==> src/rtl/vga_pkg.sv <==
// Shared raster timing constants, mode record and width helpers
// for the text-mode display path.
package vga_pkg;

  localparam int unsigned H_VIS_DEF   = 640;
  localparam int unsigned H_FRONT_DEF = 16;
  localparam int unsigned H_SYNC_DEF  = 96;
  localparam int unsigned H_BACK_DEF  = 48;
  localparam int unsigned V_VIS_DEF   = 480;
  localparam int unsigned V_FRONT_DEF = 10;
  localparam int unsigned V_SYNC_DEF  = 2;
  localparam int unsigned V_BACK_DEF  = 33;

  typedef struct packed {
    int unsigned vis;
    int unsigned front;
    int unsigned sync;
    int unsigned back;
  } axis_t;

  typedef struct packed {
    axis_t h;
    axis_t v;
  } mode_t;

  localparam mode_t MODE_640X480 = '{
    h: '{H_VIS_DEF, H_FRONT_DEF, H_SYNC_DEF, H_BACK_DEF},
    v: '{V_VIS_DEF, V_FRONT_DEF, V_SYNC_DEF, V_BACK_DEF}
  };

  function automatic int clog2(input int unsigned x);
    int r;
    r = 0;
    while ((64'd1 << r) < 64'(x)) r = r + 1;
    return r;
  endfunction

  // Width of a field holding 0..x-1, never zero.
  function automatic int bits(input int unsigned x);
    return (clog2(x) > 0) ? clog2(x) : 1;
  endfunction

  function automatic bit is_pow2(input int unsigned x);
    return (x != 0) && ((x & (x - 1)) == 0);
  endfunction

endpackage

==> src/rtl/vga_axis_counter.sv <==
// One raster axis: position counter with registered visibility
// and sync decoded from the next count.
module vga_axis_counter
  import vga_pkg::*;
#(
  parameter int unsigned VIS      = H_VIS_DEF,
  parameter int unsigned FRONT    = H_FRONT_DEF,
  parameter int unsigned SYNC     = H_SYNC_DEF,
  parameter int unsigned BACK     = H_BACK_DEF,
  parameter bit          SYNC_ACT = 1'b0,
  localparam int unsigned TOTAL   = VIS + FRONT + SYNC + BACK,
  localparam int          W       = bits(TOTAL)
) (
  input  logic         clk,
  input  logic         rst,
  input  logic         adv_i,
  output logic [W-1:0] count_o,
  output logic [W-1:0] count_d_o,
  output logic         vis_o,
  output logic         sync_o,
  output logic         wrap_o
);

  localparam logic [W-1:0] LAST   = W'(TOTAL - 1);
  localparam logic [W-1:0] VIS_N  = W'(VIS);
  localparam logic [W-1:0] SYNC_B = W'(VIS + FRONT);
  localparam logic [W-1:0] SYNC_E = W'(VIS + FRONT + SYNC - 1);

  logic [W-1:0] count_q, count_d;
  logic         vis_q, sync_q;

  assign wrap_o = adv_i && (count_q == LAST);

  always_comb begin
    count_d = count_q;
    if (adv_i)
      count_d = (count_q == LAST) ? '0 : count_q + 1'b1;
  end

  always_ff @(posedge clk or posedge rst) begin
    if (rst) begin
      count_q <= LAST;
      vis_q   <= 1'b0;
      sync_q  <= ~SYNC_ACT;
    end else begin
      count_q <= count_d;
      vis_q   <= count_d < VIS_N;
      sync_q  <= (count_d >= SYNC_B && count_d <= SYNC_E)
               ? SYNC_ACT : ~SYNC_ACT;
    end
  end

  assign count_o   = count_q;
  assign count_d_o = count_d;
  assign vis_o     = vis_q;
  assign sync_o    = sync_q;

endmodule

==> src/rtl/vga_timing_gen.sv <==
// Parametrised raster timing: sync, visibility, strobes, VRAM fetch
// window, character-cell coordinates and blink phase.
module vga_timing_gen
  import vga_pkg::*;
#(
  parameter int unsigned H_VISIBLE    = H_VIS_DEF,
  parameter int unsigned H_FRONT      = H_FRONT_DEF,
  parameter int unsigned H_SYNC       = H_SYNC_DEF,
  parameter int unsigned H_BACK       = H_BACK_DEF,
  parameter int unsigned V_VISIBLE    = V_VIS_DEF,
  parameter int unsigned V_FRONT      = V_FRONT_DEF,
  parameter int unsigned V_SYNC       = V_SYNC_DEF,
  parameter int unsigned V_BACK       = V_BACK_DEF,
  parameter bit          HSYNC_ACTIVE = 1'b0,
  parameter bit          VSYNC_ACTIVE = 1'b0,
  parameter int unsigned CELL_W       = 8,
  parameter int unsigned CELL_H       = 16,
  parameter int unsigned FETCH_LEAD   = 2,
  parameter int unsigned BLINK_FRAMES = 16,
  localparam int unsigned H_TOTAL = H_VISIBLE + H_FRONT + H_SYNC + H_BACK,
  localparam int unsigned V_TOTAL = V_VISIBLE + V_FRONT + V_SYNC + V_BACK,
  localparam int HW = bits(H_TOTAL),
  localparam int VW = bits(V_TOTAL),
  localparam int CW = bits(H_VISIBLE / CELL_W),
  localparam int RW = bits(V_VISIBLE / CELL_H),
  localparam int YW = bits(CELL_H)
) (
  input  logic          clk,
  input  logic          rst,
  output logic [HW-1:0] hCount,
  output logic [VW-1:0] vCount,
  output logic          hSync,
  output logic          vSync,
  output logic          hVis,
  output logic          vVis,
  output logic          nVis,
  output logic          lineStart,
  output logic          frameStart,
  output logic          fetchEn,
  output logic [CW-1:0] fetchCol,
  output logic [RW-1:0] charRow,
  output logic [YW-1:0] cellY,
  output logic          blink
);

  if (H_VISIBLE == 0 || H_FRONT == 0 || H_SYNC == 0 || H_BACK == 0 ||
      V_VISIBLE == 0 || V_FRONT == 0 || V_SYNC == 0 || V_BACK == 0)
  begin : g_bad_interval
    $error("timing intervals must all be non-zero");
  end
  if (!is_pow2(CELL_W) || !is_pow2(CELL_H) ||
      (H_VISIBLE % CELL_W) != 0 || (V_VISIBLE % CELL_H) != 0)
  begin : g_bad_cell
    $error("cell size must be a power of 2 dividing the visible area");
  end
  if (FETCH_LEAD > H_BACK) begin : g_bad_lead
    $error("fetch lead exceeds horizontal back porch");
  end
  if (BLINK_FRAMES == 0) begin : g_bad_blink
    $error("blink half-period must be at least one frame");
  end

  localparam int SW = bits(CELL_W);
  localparam int FW = bits(BLINK_FRAMES);
  localparam int CY_SH = clog2(CELL_H);

  localparam logic [HW-1:0] H_VIS_N   = HW'(H_VISIBLE);
  localparam logic [HW-1:0] FETCH_END = HW'(H_VISIBLE - FETCH_LEAD);
  localparam logic [HW-1:0] FETCH_BEG = HW'(H_TOTAL - FETCH_LEAD);
  localparam logic [VW-1:0] V_VIS_N   = VW'(V_VISIBLE);
  localparam logic [VW-1:0] V_PRE     = VW'(V_VISIBLE - 1);
  localparam logic [VW-1:0] V_LAST    = VW'(V_TOTAL - 1);
  localparam logic [VW-1:0] CY_MASK   = VW'(CELL_H - 1);
  localparam logic [RW-1:0] ROW_MAX   = RW'(V_VISIBLE / CELL_H - 1);
  localparam logic [SW-1:0] SUB_LAST  = SW'(CELL_W - 1);
  localparam logic [FW-1:0] FRM_LAST  = FW'(BLINK_FRAMES - 1);

  logic [HW-1:0] h_d;
  logic [VW-1:0] v_d;
  logic          h_wrap, v_wrap;

  vga_axis_counter #(
    .VIS(H_VISIBLE), .FRONT(H_FRONT), .SYNC(H_SYNC), .BACK(H_BACK),
    .SYNC_ACT(HSYNC_ACTIVE)
  ) u_h (
    .clk(clk), .rst(rst), .adv_i(1'b1),
    .count_o(hCount), .count_d_o(h_d),
    .vis_o(hVis), .sync_o(hSync), .wrap_o(h_wrap)
  );

  vga_axis_counter #(
    .VIS(V_VISIBLE), .FRONT(V_FRONT), .SYNC(V_SYNC), .BACK(V_BACK),
    .SYNC_ACT(VSYNC_ACTIVE)
  ) u_v (
    .clk(clk), .rst(rst), .adv_i(h_wrap),
    .count_o(vCount), .count_d_o(v_d),
    .vis_o(vVis), .sync_o(vSync), .wrap_o(v_wrap)
  );

  logic          nvis_q, nvis_d;
  logic          ls_q, fs_q, fs_d;
  logic          fetch_q, fetch_d;
  logic [CW-1:0] col_q, col_d;
  logic [SW-1:0] sub_q, sub_d;
  logic [RW-1:0] row_q, row_d;
  logic [YW-1:0] cy_q, cy_d;
  logic [FW-1:0] frm_q, frm_d;
  logic          blink_q, blink_d;

  assign fs_d = h_wrap && v_wrap;

  always_comb begin
    nvis_d  = !(h_d < H_VIS_N && v_d < V_VIS_N);
    fetch_d = (h_d < FETCH_END) && (v_d < V_VIS_N);
    // Lead-in at the end of the line before a visible one.
    if (FETCH_LEAD > 0 && h_d >= FETCH_BEG &&
        (v_d < V_PRE || v_d == V_LAST))
      fetch_d = 1'b1;
    col_d = col_q;
    sub_d = sub_q;
    if (fetch_d && !fetch_q) begin
      col_d = '0;
      sub_d = '0;
    end else if (fetch_d) begin
      sub_d = sub_q + 1'b1;
      if (sub_q == SUB_LAST) begin
        sub_d = '0;
        col_d = col_q + 1'b1;
      end
    end
    row_d = (v_d < V_VIS_N) ? RW'(v_d >> CY_SH) : ROW_MAX;
    cy_d  = YW'(v_d & CY_MASK);
    frm_d   = frm_q;
    blink_d = blink_q;
    if (fs_d) begin
      if (frm_q == FRM_LAST) begin
        frm_d   = '0;
        blink_d = ~blink_q;
      end else begin
        frm_d = frm_q + 1'b1;
      end
    end
  end

  always_ff @(posedge clk or posedge rst) begin
    if (rst) begin
      nvis_q  <= 1'b1;
      ls_q    <= 1'b0;
      fs_q    <= 1'b0;
      fetch_q <= 1'b0;
      col_q   <= '0;
      sub_q   <= '0;
      row_q   <= '0;
      cy_q    <= '0;
      frm_q   <= '0;
      blink_q <= 1'b0;
    end else begin
      nvis_q  <= nvis_d;
      ls_q    <= h_wrap;
      fs_q    <= fs_d;
      fetch_q <= fetch_d;
      col_q   <= col_d;
      sub_q   <= sub_d;
      row_q   <= row_d;
      cy_q    <= cy_d;
      frm_q   <= frm_d;
      blink_q <= blink_d;
    end
  end

  assign nVis       = nvis_q;
  assign lineStart  = ls_q;
  assign frameStart = fs_q;
  assign fetchEn    = fetch_q;
  assign fetchCol   = col_q;
  assign charRow    = row_q;
  assign cellY      = cy_q;
  assign blink      = blink_q;

endmodule

==> config.mk <==
export PLATFORM = sky130hd
export DESIGN_NAME = vga_timing_gen
export DESIGN_NICKNAME = d
export VERILOG_FILES = /design/src/rtl/vga_pkg.sv /design/src/rtl/vga_axis_counter.sv /design/src/rtl/vga_timing_gen.sv
export SDC_FILE = /design/constraint.sdc
export NUM_CORES = 1
export LEC_CHECK = 0
export CORE_ASPECT_RATIO = 2
export CORE_UTILIZATION = 35
export CTS_CLUSTER_DIAMETER = 30
export DETAILED_ROUTE_END_ITERATION = 6
export RECOVER_POWER = 25
export SLEW_MARGIN = 20
export SYNTH_ARGS = -nofsm -noshare
export SYNTH_HDL_FRONTEND = slang
export SYNTH_SLANG_ARGS = --single-unit
==> constraint.sdc <==
create_clock -name clk -period 4.2 [get_ports clk]
set_clock_uncertainty 0.1 [all_clocks]
set_input_delay 0.84 -clock clk [delete_from_list [all_inputs] [get_ports clk]]
set_output_delay 0.84 -clock clk [all_outputs]
set_load 0.005 [all_outputs]
; Yosys cells after proc, flatten, opt, wreduce, memory -nomap -nowiden
; Cells that the tools add are included.
; Widths: inputs -> output; s select.
[totals]
reg_bits = 52
latchBits = 0
mem_bits_rw = 0
rom_bits = 0
inputBits = 2
output_inout_bits = 45
word_cells = 65
memories = 0
[op_classes]
addsub = 5
n_mul = 0
n_div = 0
order_cmp = 9
n_eq_ne = 5
shifts = 0
muxes = 14
bitwise_logic = 1
n_reduce_logical = 15
[op_table]
columns = operator, n
row1 = $eq 10x10->1 const B, 3
row2 = $mux 10, 3
row3 = $mux 7, 3
row4 = $add 10x1->10 const B, 2
row5 = $ge 10x10->1 const B, 2
row6 = $lt 10x10->1 const B, 2
row7 = $lt 10x9->1 const B, 2
row8 = $ge 10x9->1 const B, 1
row9 = $le 10x10->1 const B, 1
row10 = $le 10x9->1 const B, 1
row11 = $mux 3, 3
row12 = $logic_and 1x1->1, 8
row13 = $add 7x1->7 const B, 1
row14 = $mux 5, 1
row15 = $add 4x1->4 const B, 1
row16 = $eq 4x4->1 const B, 1
row17 = $mux 4, 1
row18 = $reduce_and 2->1, 2
row19 = $reduce_bool 2->1, 2
row20 = $add 3x1->3 const B, 1
row21 = $eq 3x3->1 const B, 1
row22 = $mux 1, 3
row23 = $logic_not 1->1, 2
row24 = $logic_or 1x1->1, 1
row25 = $not 1->1, 1

; Longest topological paths before layout
; Gate-level depths: netlist of run 1.
[depth]
ltp_word = 10
ltp_mapped = 14

; Hierarchy
; A second synthesis of run 1 with hierarchy kept.
[hier_totals]
cells_unflattened = 267
area_unflattened_um2 = 2790.2
[by_module_without_submodules]
columns = mod, n_inst, cells_per_inst, area_each_um2
row1 = vga_timing_gen, 1, 119, 1335.0
row2 = vga_axis_counter at u_v, 1, 76, 758.2
row3 = vga_axis_counter at u_h, 1, 72, 696.9

; Least setup slack after synthesis of run 1
; No wires, ideal clock.
[synth_timing]
path_type = reg2reg
startpoint = reg u_h.count_q[0], in the netlist u_h.count_o[0]
endpoint = reg sub_q[0]
setup_ps = 79
arrival_ps = 2863
setup_slack_ps = 1158
path_stages_with_launch = 14
path_buffers = 4
synth_period_minus_slack_ps = 3042
cell_sequence = dfstp_2 > ha_1 > buf_2 > and4_1 > buf_2 > nand3_2 > o31a_1 > or2_0 > clkbuf_1 > o2111a_1 > o32ai_4 > buf_6 > nand2_2 > mux2i_1
[synth_via]
elab_chain_cells = 8
word_cells_on_any_way = 16
cone_classes = add/sub (1) / order compare (4) / eq/ne (2) / mux (4) / reduce/logical (5)
[synth_rtl]
columns = element, line_no
row1 = from (decl), vga_axis_counter.sv:29  ; logic [W-1:0] count_q, count_d;
row2 = from (signal assigned), vga_axis_counter.sv:46  ; count_q <= count_d;
row3 = $eq 10x10->1 *, vga_axis_counter.sv:32  ; assign wrap_o = adv_i && (count_q == LAST);
row4 = $mux 10 *, vga_axis_counter.sv:36  ; if (adv_i)
row5 = named net u_v.count_d_o[7], vga_axis_counter.sv:18  ; output logic [W-1:0] count_d_o,
row6 = $lt 10x9->1 or $eq 10x10->1 (tied branches), vga_timing_gen.sv:117  ; (v_d < V_PRE || v_d == V_LAST))
row7 = $logic_or 1x1->1, vga_timing_gen.sv:117
row8 = $logic_and 1x1->1, vga_timing_gen.sv:116  ; if (FETCH_LEAD > 0 && h_d >= FETCH_BEG &&
row9 = $mux 1 *, vga_timing_gen.sv:116
row10 = named net fetch_d, vga_timing_gen.sv:102  ; logic fetch_q, fetch_d;
row11 = $logic_and 1x1->1, vga_timing_gen.sv:121  ; if (fetch_d && !fetch_q) begin
row12 = $mux 3 or $reduce_bool 2->1 (tied branches), n/a
row13 = to (signal assigned), vga_timing_gen.sv:163  ; sub_q <= sub_d;
row14 = to (decl), vga_timing_gen.sv:104  ; logic [SW-1:0] sub_q, sub_d;
; The timed path passes the listed nets; every way through them passes the cells marked *.
; A chain may end at the register's enable or synchronous reset.

; Final worst setup path of run 1
[layout_timing]
startpoint = reg u_h.count_q[0], in the netlist u_h.count_o[0]
endpoint = reg col_q[2], in the netlist fetchCol[2]
[layout_via]
elab_chain_cells = 9
word_cells_on_any_way = 18
cone_classes = add/sub (1) / order compare (4) / eq/ne (2) / mux (4) / reduce/logical (7)
[layout_rtl]
columns = element, line_no
row1 = "parallel branches: the longest is 5 deep, another holds $add 10x1->10", n/a
row2 = $mux 1 *, vga_timing_gen.sv:116
row3 = $logic_and 1x1->1, vga_timing_gen.sv:121
row4 = $reduce_bool 2->1 (no source line), n/a
row5 = $reduce_and 2->1 (no source line), n/a
row6 = to (signal assigned), vga_timing_gen.sv:162  ; col_q <= col_d;
row7 = to (decl), vga_timing_gen.sv:103  ; logic [CW-1:0] col_q, col_d;
; Mark *: on every way between the ends.

==> results.sh, run 1 <==
export IMPL_p_int_mw=0.7187
export IMPL_rr_endpoint="fetchCol[2]"
export IMPL_clk_path_buf_depth=2
export IMPL_antenna_found_initial=0
export IMPL_syn_area_um2=2771
export IMPL_cts_inserted_buffers=5
export IMPL_ioPinCount=47
export IMPL_crit_arrival_ns=3.76
export IMPL_peakVddDrop_uv=189.1
export IMPL_drtAntennaViolNets=0
export IMPL_finalInstanceArea_um2=3421
export IMPL_cts_tree="yes"
export IMPL_rsz0062_at_grt="no"
export IMPL_post_dp_cell_area_um2=3268
export IMPL_relSlewSlack=-0.4254
export IMPL_path_clk_slew_ns=0.07
export IMPL_clkLatencyLatePin_ns=0.29
export IMPL_layout_setup_ws_ns=0.5273
export IMPL_grt_pass1_wl_um=10960
export IMPL_synth_largest_area_cell="dfrtp_1"
export IMPL_cts_root_buf="clkbuf_16"
export IMPL_final_max_slew_viol_count=51
export IMPL_ys_async_sr_fraction=1.000
export IMPL_synth_top_area_share=0.3341
export IMPL_holdCritPathClass="reg2reg"
export IMPL_sw_frac_of_total=0.2040
export IMPL_synth_edff_count=0
export IMPL_h_tree_depth=2
export IMPL_leakage_nw=1.449
export IMPL_fin_setup_tns_ns=0
export IMPL_cp_required_ns=4.29
export IMPL_num_antenna_cells=0
export IMPL_whs_path_depth=1
export IMPL_globalplace_congestion=0.9277
export IMPL_die_area_um2=8299
export IMPL_critical_path_class="reg2reg"
export IMPL_nFillCells=758
export IMPL_via_count=2286
export IMPL_clkPwrFrac=0.455
export IMPL_start_util=0.3646
export IMPL_grt_max_degree=51
export IMPL_viasPerCell=5.508
export IMPL_p_seq_frac=0.534
export IMPL_dr_pass1_iters=4
export IMPL_fmax_ghz=0.2723
export IMPL_yosys_cell_count_top_type="dfrtp_1"
export IMPL_avgSynthCellArea_um2=9.758
export IMPL_crit_path_start="u_h.count_o[0]"
export IMPL_clock_sinks=50
export IMPL_detail_route_wl_per_cell_um=15.45
export IMPL_hold_path_end="blink"
export IMPL_p_per_area_nw_per_um2=264.0
export IMPL_synth_commonest_cells="dfrtp_1, nand2_1, inv_1, nand3_1, o21ai_0"
export IMPL_drt_total_wl_um=6410
export IMPL_syn_nets=294
export IMPL_drt_iter0_drc=62
export IMPL_path_cells="ha_1 > and4_1 > nand3_2 > o31a_1 > nor4b_1 > a41oi_1 > o32ai_4 > buf_4 > mux2i_1 > nand2_1"
export IMPL_reg2regPathDepth=10
export IMPL_drive_gt1_frac=0.1090
export IMPL_ys_types=61
export IMPL_overflow=0
export IMPL_path_max_fanout=18
export IMPL_cts_hold_buf=0
export IMPL_violations="capacitance limit, slew limit"
export IMPL_synth_area_leaders="dfrtp_1, dfstp_2, nand2_1, ha_1, nand4_1"
export IMPL_ctsResizeCount=0
export IMPL_hpwl_um=4730
export IMPL_core_area_um2=7601
export IMPL_min_period_ns=3.673
export IMPL_worstMarginPinSlew_ns=2.126
export IMPL_grt_pass1_vias=2281
export IMPL_postLayoutCoreUtil=0.4500
export IMPL_area_delta_synth_final_pct=23.43
export IMPL_rrSetupSlack_ns=0.53
export IMPL_cpMaxStageDelayCell="dfstp_1"
export IMPL_die_y_um=127.8
export IMPL_hold_viol=0
export IMPL_yosysSeqAreaShare=0.4573
export IMPL_worstSetupEndpointType="flip-flop"
export IMPL_syn_inst=284
export IMPL_combPwrFrac=0.011
export IMPL_hold_start="blink"
export IMPL_period_share=0.8745
export IMPL_ys_seq_elements=50
export IMPL_fp_dieW_um=64.92
export IMPL_setup_viol=0
export IMPL_finish_net_count=330
export IMPL_cp_start_kind="flip-flop"
export IMPL_power_switching_mw=0.1842
export IMPL_fp_row_count=45
export IMPL_synth_warnings=0
export IMPL_run_status="complete, but fails checks"
export IMPL_synth_main_ff_cell="dfrtp_1"
export IMPL_max_stage_delay_ns=0.63
export IMPL_power_total_mw=0.9029
export IMPL_drc_errors=0
export IMPL_reg2reg_from="u_h.count_o[0]"
export IMPL_maxCapViolCount=1
export IMPL_io_buffers=46
export IMPL_pre_cts_ws_ns=0.5837
export IMPL_track_usage=0.1712
export IMPL_post_cts_setup_buffers=0
## stage by stage
stage	instances	hold slack [ns]
after global placement	407	0.3799
after CTS	415	0.3933
after global routing	415	0.4193
after detailed placement	407	0.3803
final	415	0.3829
after floorplan	284	0.3569
## cell families after synthesis
family          count (synthesis)  synth area share
mux                             9           0.03386
fa+ha+maj                       8           0.03612
buf+inv                        36           0.05779
compound gates                 48            0.1327
flops                          50            0.4573
xor+xnor                       13           0.04108
simple gates                  120            0.2411
## cell type report
type                    instances  area [µm²]  share of cell area
multi-input cells             198        1344              0.3928
repair buffers                 48       475.5              0.1390
inverters                      17       65.06             0.01902
clock buffers                   6       138.9             0.04060
well taps                      94       117.6             0.03438
flip-flops and latches         50        1267              0.3705
clock inverters                 2       12.51            0.003658
## registers in the layout (all words and copies together), names as in the netlist, 2 cells and up
register and cells:
cellY 2, charRow 5, fetchCol 7, frm_q 4, sub_q 3, u_h.count_o 10, u_v.count_o 10
## power by group through the flow
| stage | registers (mW) | clock network (mW) | logic (mW) |
|---|---|---|---|
| 5_1_grt | 0.482 | 0.445 | 0.0121 |
| 4_1_cts | 0.482 | 0.426 | 0.0109 |
| 3_5_place_dp | 0.491 | 0 | 0.0109 |
| 6_report | 0.482 | 0.411 | 0.00965 |
| 2_1_floorplan | 0.491 | 0 | 0.00694 |
| 3_3_place_gp | 0.491 | 0 | 0.0107 |
## worst max path at each step
stage,endpoint
final,fetchCol[2]
after global routing,fetchCol[5]
after CTS,fetchCol[5]
after detailed placement,fetchCol[5]
after global placement,fetchCol[2]
after floorplan,sub_q[0]
## worst max-delay path: cells and delay by family, from the launching register on
family / cells / cell delay [ns]
flops: 1 / 0.63
simple gates: 4 / 1.14
buf+inv: 1 / 0.27
compound gates: 3 / 0.85
fa+ha+maj: 1 / 0.36
mux: 1 / 0.21
## cell usage in the layout, fill, tap and decap left out, types with 4 or more instances in the layout
cell type,netlist,layout
clkbuf_16,0,5
and4_1,4,4
a21oi_1,5,5
clkdlybuf4s50_1,0,45
inv_1,16,15
nor3b_1,4,4
and3_1,4,4
dfrtp_1,37,37
nand3_1,16,16
nand2b_1,4,4
xor2_1,4,4
xnor2_1,9,9
nand2_1,31,31
o211ai_1,7,7
ha_1,8,8
dfstp_2,13,12
o21ai_0,15,15
mux2i_1,6,6
nor2_1,13,13
nand4_1,13,13
## per-layer routing
layer	track usage	vias up	wire [µm]
met2	0.3045	63	3546
li1	-	1088	-
met5	0	-	0
met1	0.1825	1115	2400
met3	0.03826	20	247
met4	0.09020	0	216
No activity file was read; power rests on OpenSTA's default activity.
==> run 2, diff against run 1 <==
PLACE_DENSITY = 0.63   (was not set)
==> results.sh, run 2 (same netlist as run 1, synthesis figures left out) <==
export IMPL_reg2reg_from="u_h.count_o[0]"
export IMPL_drc_errors=0
export IMPL_multi_input_area_um2=1344
export IMPL_rr_endpoint="fetchCol[6]"
export IMPL_fin_setup_tns_ns=0
export IMPL_hold_path_end="blink"
export IMPL_via_count=2281
export IMPL_cts_inserted_buffers=5
export IMPL_peakVddDrop_uv=289.9
export IMPL_layout_common_cells="clkdlybuf4s50_1, dfrtp_1, nand2_1"
export IMPL_die_area_um2=8299
export IMPL_layout_commonest_cell="clkdlybuf4s50_1"
export IMPL_finalInstanceArea_um2=3476
export IMPL_post_dp_cell_area_um2=3276
export IMPL_ioPinCount=47
export IMPL_antenna_found_initial=0
export IMPL_min_period_ns=3.711
export IMPL_crit_arrival_ns=3.80
export IMPL_violations="capacitance limit, slew limit"
export IMPL_p_per_area_nw_per_um2=297.0
export IMPL_grt_pass1_wl_um=11580
export IMPL_layout_setup_ws_ns=0.4891
export IMPL_critical_path_class="reg2reg"
export IMPL_grt_max_degree=51
export IMPL_hold_start="blink"
export IMPL_overflow=0
export IMPL_detail_route_wl_per_cell_um=16.52
export IMPL_holdCritPathClass="reg2reg"
export IMPL_die_y_um=127.8
export IMPL_postLayoutCoreUtil=0.4573
export IMPL_track_usage=0.1849
export IMPL_start_util=0.3646
export IMPL_io_buffers=46
export IMPL_grt_pass1_vias=2286
export IMPL_path_max_fanout=18
export IMPL_cp_start_kind="flip-flop"
export IMPL_fmax_ghz=0.2695
export IMPL_cts_tree="yes"
export IMPL_globalplace_congestion=0.8573
export IMPL_period_share=0.8835
export IMPL_clk_path_buf_depth=2
export IMPL_core_area_um2=7601
export IMPL_drtAntennaViolNets=0
export IMPL_rsz0062_at_grt="no"
export IMPL_cts_root_buf="clkbuf_16"
export IMPL_drt_iter0_drc=100
export IMPL_hpwl_um=5082
export IMPL_nFillCells=737
export IMPL_finish_net_count=331
export IMPL_area_delta_synth_final_pct=25.42
export IMPL_run_status="complete, but fails checks"
export IMPL_clkLatencyLatePin_ns=0.30
export IMPL_path_clk_slew_ns=0.07
export IMPL_num_antenna_cells=0
export IMPL_h_tree_depth=2
export IMPL_post_cts_setup_buffers=0
export IMPL_clock_sinks=50
export IMPL_reg2regPathDepth=11
export IMPL_rrSetupSlack_ns=0.49
export IMPL_ctsResizeCount=0
export IMPL_leakage_nw=1.476
export IMPL_worstSetupEndpointType="flip-flop"
export IMPL_cp_required_ns=4.29
export IMPL_relSlewSlack=-0.4547
export IMPL_hold_viol=0
export IMPL_fp_row_count=45
export IMPL_power_total_mw=1.032
export IMPL_final_max_slew_viol_count=51
export IMPL_viasPerCell=5.483
export IMPL_drive_gt1_frac=0.1118
export IMPL_regArea_um2=1267
export IMPL_setup_viol=0
export IMPL_maxCapViolCount=1
export IMPL_pre_cts_ws_ns=0.5615
export IMPL_cts_hold_buf=0
export IMPL_worstMarginPinSlew_ns=2.170
export IMPL_fp_dieW_um=64.92
export IMPL_dr_pass1_iters=4
export IMPL_whs_path_depth=1
export IMPL_drt_total_wl_um=6872
[run 2: cell count changes in the layout (fill, tap and decap cells not counted), sizes merged]
| cell | before | now |
|---|---|---|
| clkinvlp | 2 | 1 |
| bufinv | 0 | 2 |
| clkinv | 2 | 1 |
| buf | 2 | 3 |
[run 2: layout make-up]
type | count | share of cell area
multi-input combinational | 198 | 0.3866
inverter | 17 | 0.01872
clock buffer | 6 | 0.03996
tap | 94 | 0.03384
clock inverter | 2 | 0.01728
sequential | 50 | 0.3647
timing repair buffer | 49 | 0.1389
[run 2: layer usage]
layer  up-vias  share of wire  global-route usage
met5         -              0                   0
met4         0          0.024             0.08627
met3        11          0.026             0.02936
met2        49           0.57              0.3401
met1      1132           0.38              0.1991
li1       1089              -                   -
[run 2: worst max-delay path, stage by stage, from the launching register on]
cell     delay, ns
dfstp_1       0.65
ha_1          0.37
and4_1        0.44
nand3_2       0.20
buf_4         0.22
o31a_1        0.31
nor4b_1       0.31
a41oi_1       0.22
o32ai_4       0.24
buf_4         0.26
mux2i_1       0.21
nand2_1       0.07
[run 2: power by group]
group	switching, mW	internal, mW	total, mW
Combinational	0.00907	0.000708	0.00978
Clock	0.183	0.358	0.540
Sequential	0	0.482	0.482
[run 2: through the flow]
stage,cells,hold WS [ns]
global placement,408,0.3615
global route,416,0.4183
CTS,416,0.3801
finish,416,0.3755
floorplan,284,0.3569
detailed placement,408,0.3708
[run 2: worst max-delay path by stage]
stage	start	end	depth (start not counted)	slack [ns]
global placement	u_h.count_o[0]	fetchCol[6]	11	0.71
floorplan	u_h.count_o[0]	sub_q[0]	13	1.16
finish	u_h.count_o[0]	fetchCol[6]	11	0.49
detailed placement	u_h.count_o[0]	fetchCol[5]	11	0.56
global route	u_h.count_o[0]	fetchCol[5]	11	0.19
CTS	u_h.count_o[0]	fetchCol[6]	11	0.55
==> run 3, diff against run 2 <==
SLEW_MARGIN = 0   (was 20)
==> results.sh, run 3 (same netlist as run 1, synthesis figures left out) <==
export IMPL_hold_worst_slack_ns=0.3755
export IMPL_crit_arrival_ns=3.80
export IMPL_rrSetupSlack_ns=0.49
export IMPL_io_buffers=46
export IMPL_viasPerCell=5.486
export IMPL_finish_net_count=331
export IMPL_cts_hold_buf=0
export IMPL_hpwl_um=5082
export IMPL_grt_pass1_wl_um=11580
export IMPL_h_tree_depth=2
export IMPL_peakVddDrop_uv=289.8
export IMPL_start_util=0.3646
export IMPL_setup_viol=0
export IMPL_maxCapViolCount=1
export IMPL_period_share=0.8835
export IMPL_crit_top_cell="buf_4"
export IMPL_relSlewSlack=-0.2385
export IMPL_die_y_um=127.8
export IMPL_overflow=0
export IMPL_reg2reg_from="u_h.count_o[0]"
export IMPL_grt_max_degree=51
export IMPL_cts_tree="yes"
export IMPL_antenna_found_initial=0
export IMPL_stdcell_count=416
export IMPL_fp_row_count=45
export IMPL_worstSetupEndpointType="flip-flop"
export IMPL_drive_gt1_frac=0.1087
export IMPL_dp_cells=408
export IMPL_path_delay_family="simple AND/OR/NAND/NOR gates"
export IMPL_clk_path_buf_depth=2
export IMPL_fmax_ghz=0.2695
export IMPL_clkLatencyLatePin_ns=0.30
export IMPL_area_delta_synth_final_pct=25.37
export IMPL_path_clk_slew_ns=0.07
export IMPL_num_antenna_cells=0
export IMPL_hold_viol=0
export IMPL_via_count=2282
export IMPL_violations="capacitance limit, slew limit"
export IMPL_layout_setup_ws_ns=0.4891
export IMPL_worstMarginPinSlew_ns=1.858
export IMPL_ctsResizeCount=0
export IMPL_drc_errors=0
export IMPL_run_status="complete, but fails checks"
export IMPL_detail_route_wl_per_cell_um=16.51
export IMPL_critical_path_class="reg2reg"
export IMPL_rsz0062_at_grt="no"
export IMPL_path_max_fanout=18
export IMPL_min_period_ns=3.711
export IMPL_leakage_nw=1.492
export IMPL_die_area_um2=8299
export IMPL_post_dp_cell_area_um2=3276
export IMPL_cp_required_ns=4.29
export IMPL_drtAntennaViolNets=0
export IMPL_crit_end="fetchCol[6]"
export IMPL_layout_commonest_cell="clkdlybuf4s50_1"
export IMPL_crit_path_start="u_h.count_o[0]"
export IMPL_ioPinCount=47
export IMPL_cts_inserted_buffers=5
export IMPL_cpMaxStageDelayCell="dfstp_1"
export IMPL_max_stage_delay_ns=0.65
export IMPL_globalplace_congestion=0.8573
export IMPL_postLayoutCoreUtil=0.4571
export IMPL_core_area_um2=7601
export IMPL_path_cells="ha_1 > and4_1 > nand3_2 > buf_4 > o31a_1 > nor4b_1 > a41oi_1 > o32ai_4 > buf_4 > mux2i_1 > nand2_1"
export IMPL_cts_root_buf="clkbuf_16"
export IMPL_final_max_slew_viol_count=51
export IMPL_dr_pass1_iters=4
export IMPL_nFillCells=738
export IMPL_power_total_mw=1.032
export IMPL_rr_endpoint="fetchCol[6]"
export IMPL_fp_dieW_um=64.92
export IMPL_drt_iter0_drc=100
export IMPL_layout_common_cells="clkdlybuf4s50_1, dfrtp_1, nand2_1"
export IMPL_clock_sinks=50
export IMPL_pre_cts_ws_ns=0.5615
export IMPL_cp_depth=11
export IMPL_finalInstanceArea_um2=3475
export IMPL_fin_setup_tns_ns=0
export IMPL_grt_pass1_vias=2286
export IMPL_reg2regPathDepth=11
export IMPL_track_usage=0.1849
export IMPL_post_cts_setup_buffers=0
export IMPL_worst_path_buf_inv=2
export IMPL_holdCritPathClass="reg2reg"
export IMPL_drt_total_wl_um=6869
export IMPL_p_per_area_nw_per_um2=297.0
export IMPL_cp_start_kind="flip-flop"
[run 3: changes by cell type in the layout (fill, tap and decap cells not counted)]
cell             change
clkdlybuf4s50_1      -3
clkinvlp_2           -1
dlygate4sd3_1        +3
inv_1                +1
[run 3: how the worst min path moves through the flow]
stage,from,endpoint,slack (ns),depth (start not counted)
after floorplan,sub_q[0],sub_q[0],0.36,1
after global placement,blink,blink,0.36,1
after detailed placement,blink,blink,0.37,1
after CTS,blink,blink,0.38,1
after global routing,blink,blink,0.42,1
final,blink,blink,0.38,1
[run 3: where the power goes]
group          switching, mW  leakage (nW)  internal [mW]  total [mW]
sequential                 0         0.620          0.482       0.482
combinational        0.00895         0.775       0.000657     0.00961
clock                  0.183        0.0971          0.358       0.540
total                  0.192          1.49          0.840        1.03
[run 3: cell type report]
type	count	area [µm²]	share of cell area
Multi-Input combinational cell	198	1344	0.3867
Sequential cell	50	1267	0.3648
Timing Repair Buffer	49	483.0	0.1390
Clock buffer	6	138.9	0.03997
Tap cell	94	117.6	0.03385
Inverter	17	63.81	0.01837
Clock inverter	2	60.06	0.01728
[run 3: routing by layer]
layer  vias up  global-route usage  share of wire
met4         0             0.08627          0.024
met3        11             0.02936          0.026
met1      1133              0.1991           0.38
met2        49              0.3401           0.57
li1       1089                   -              -
met5         -                   0              0
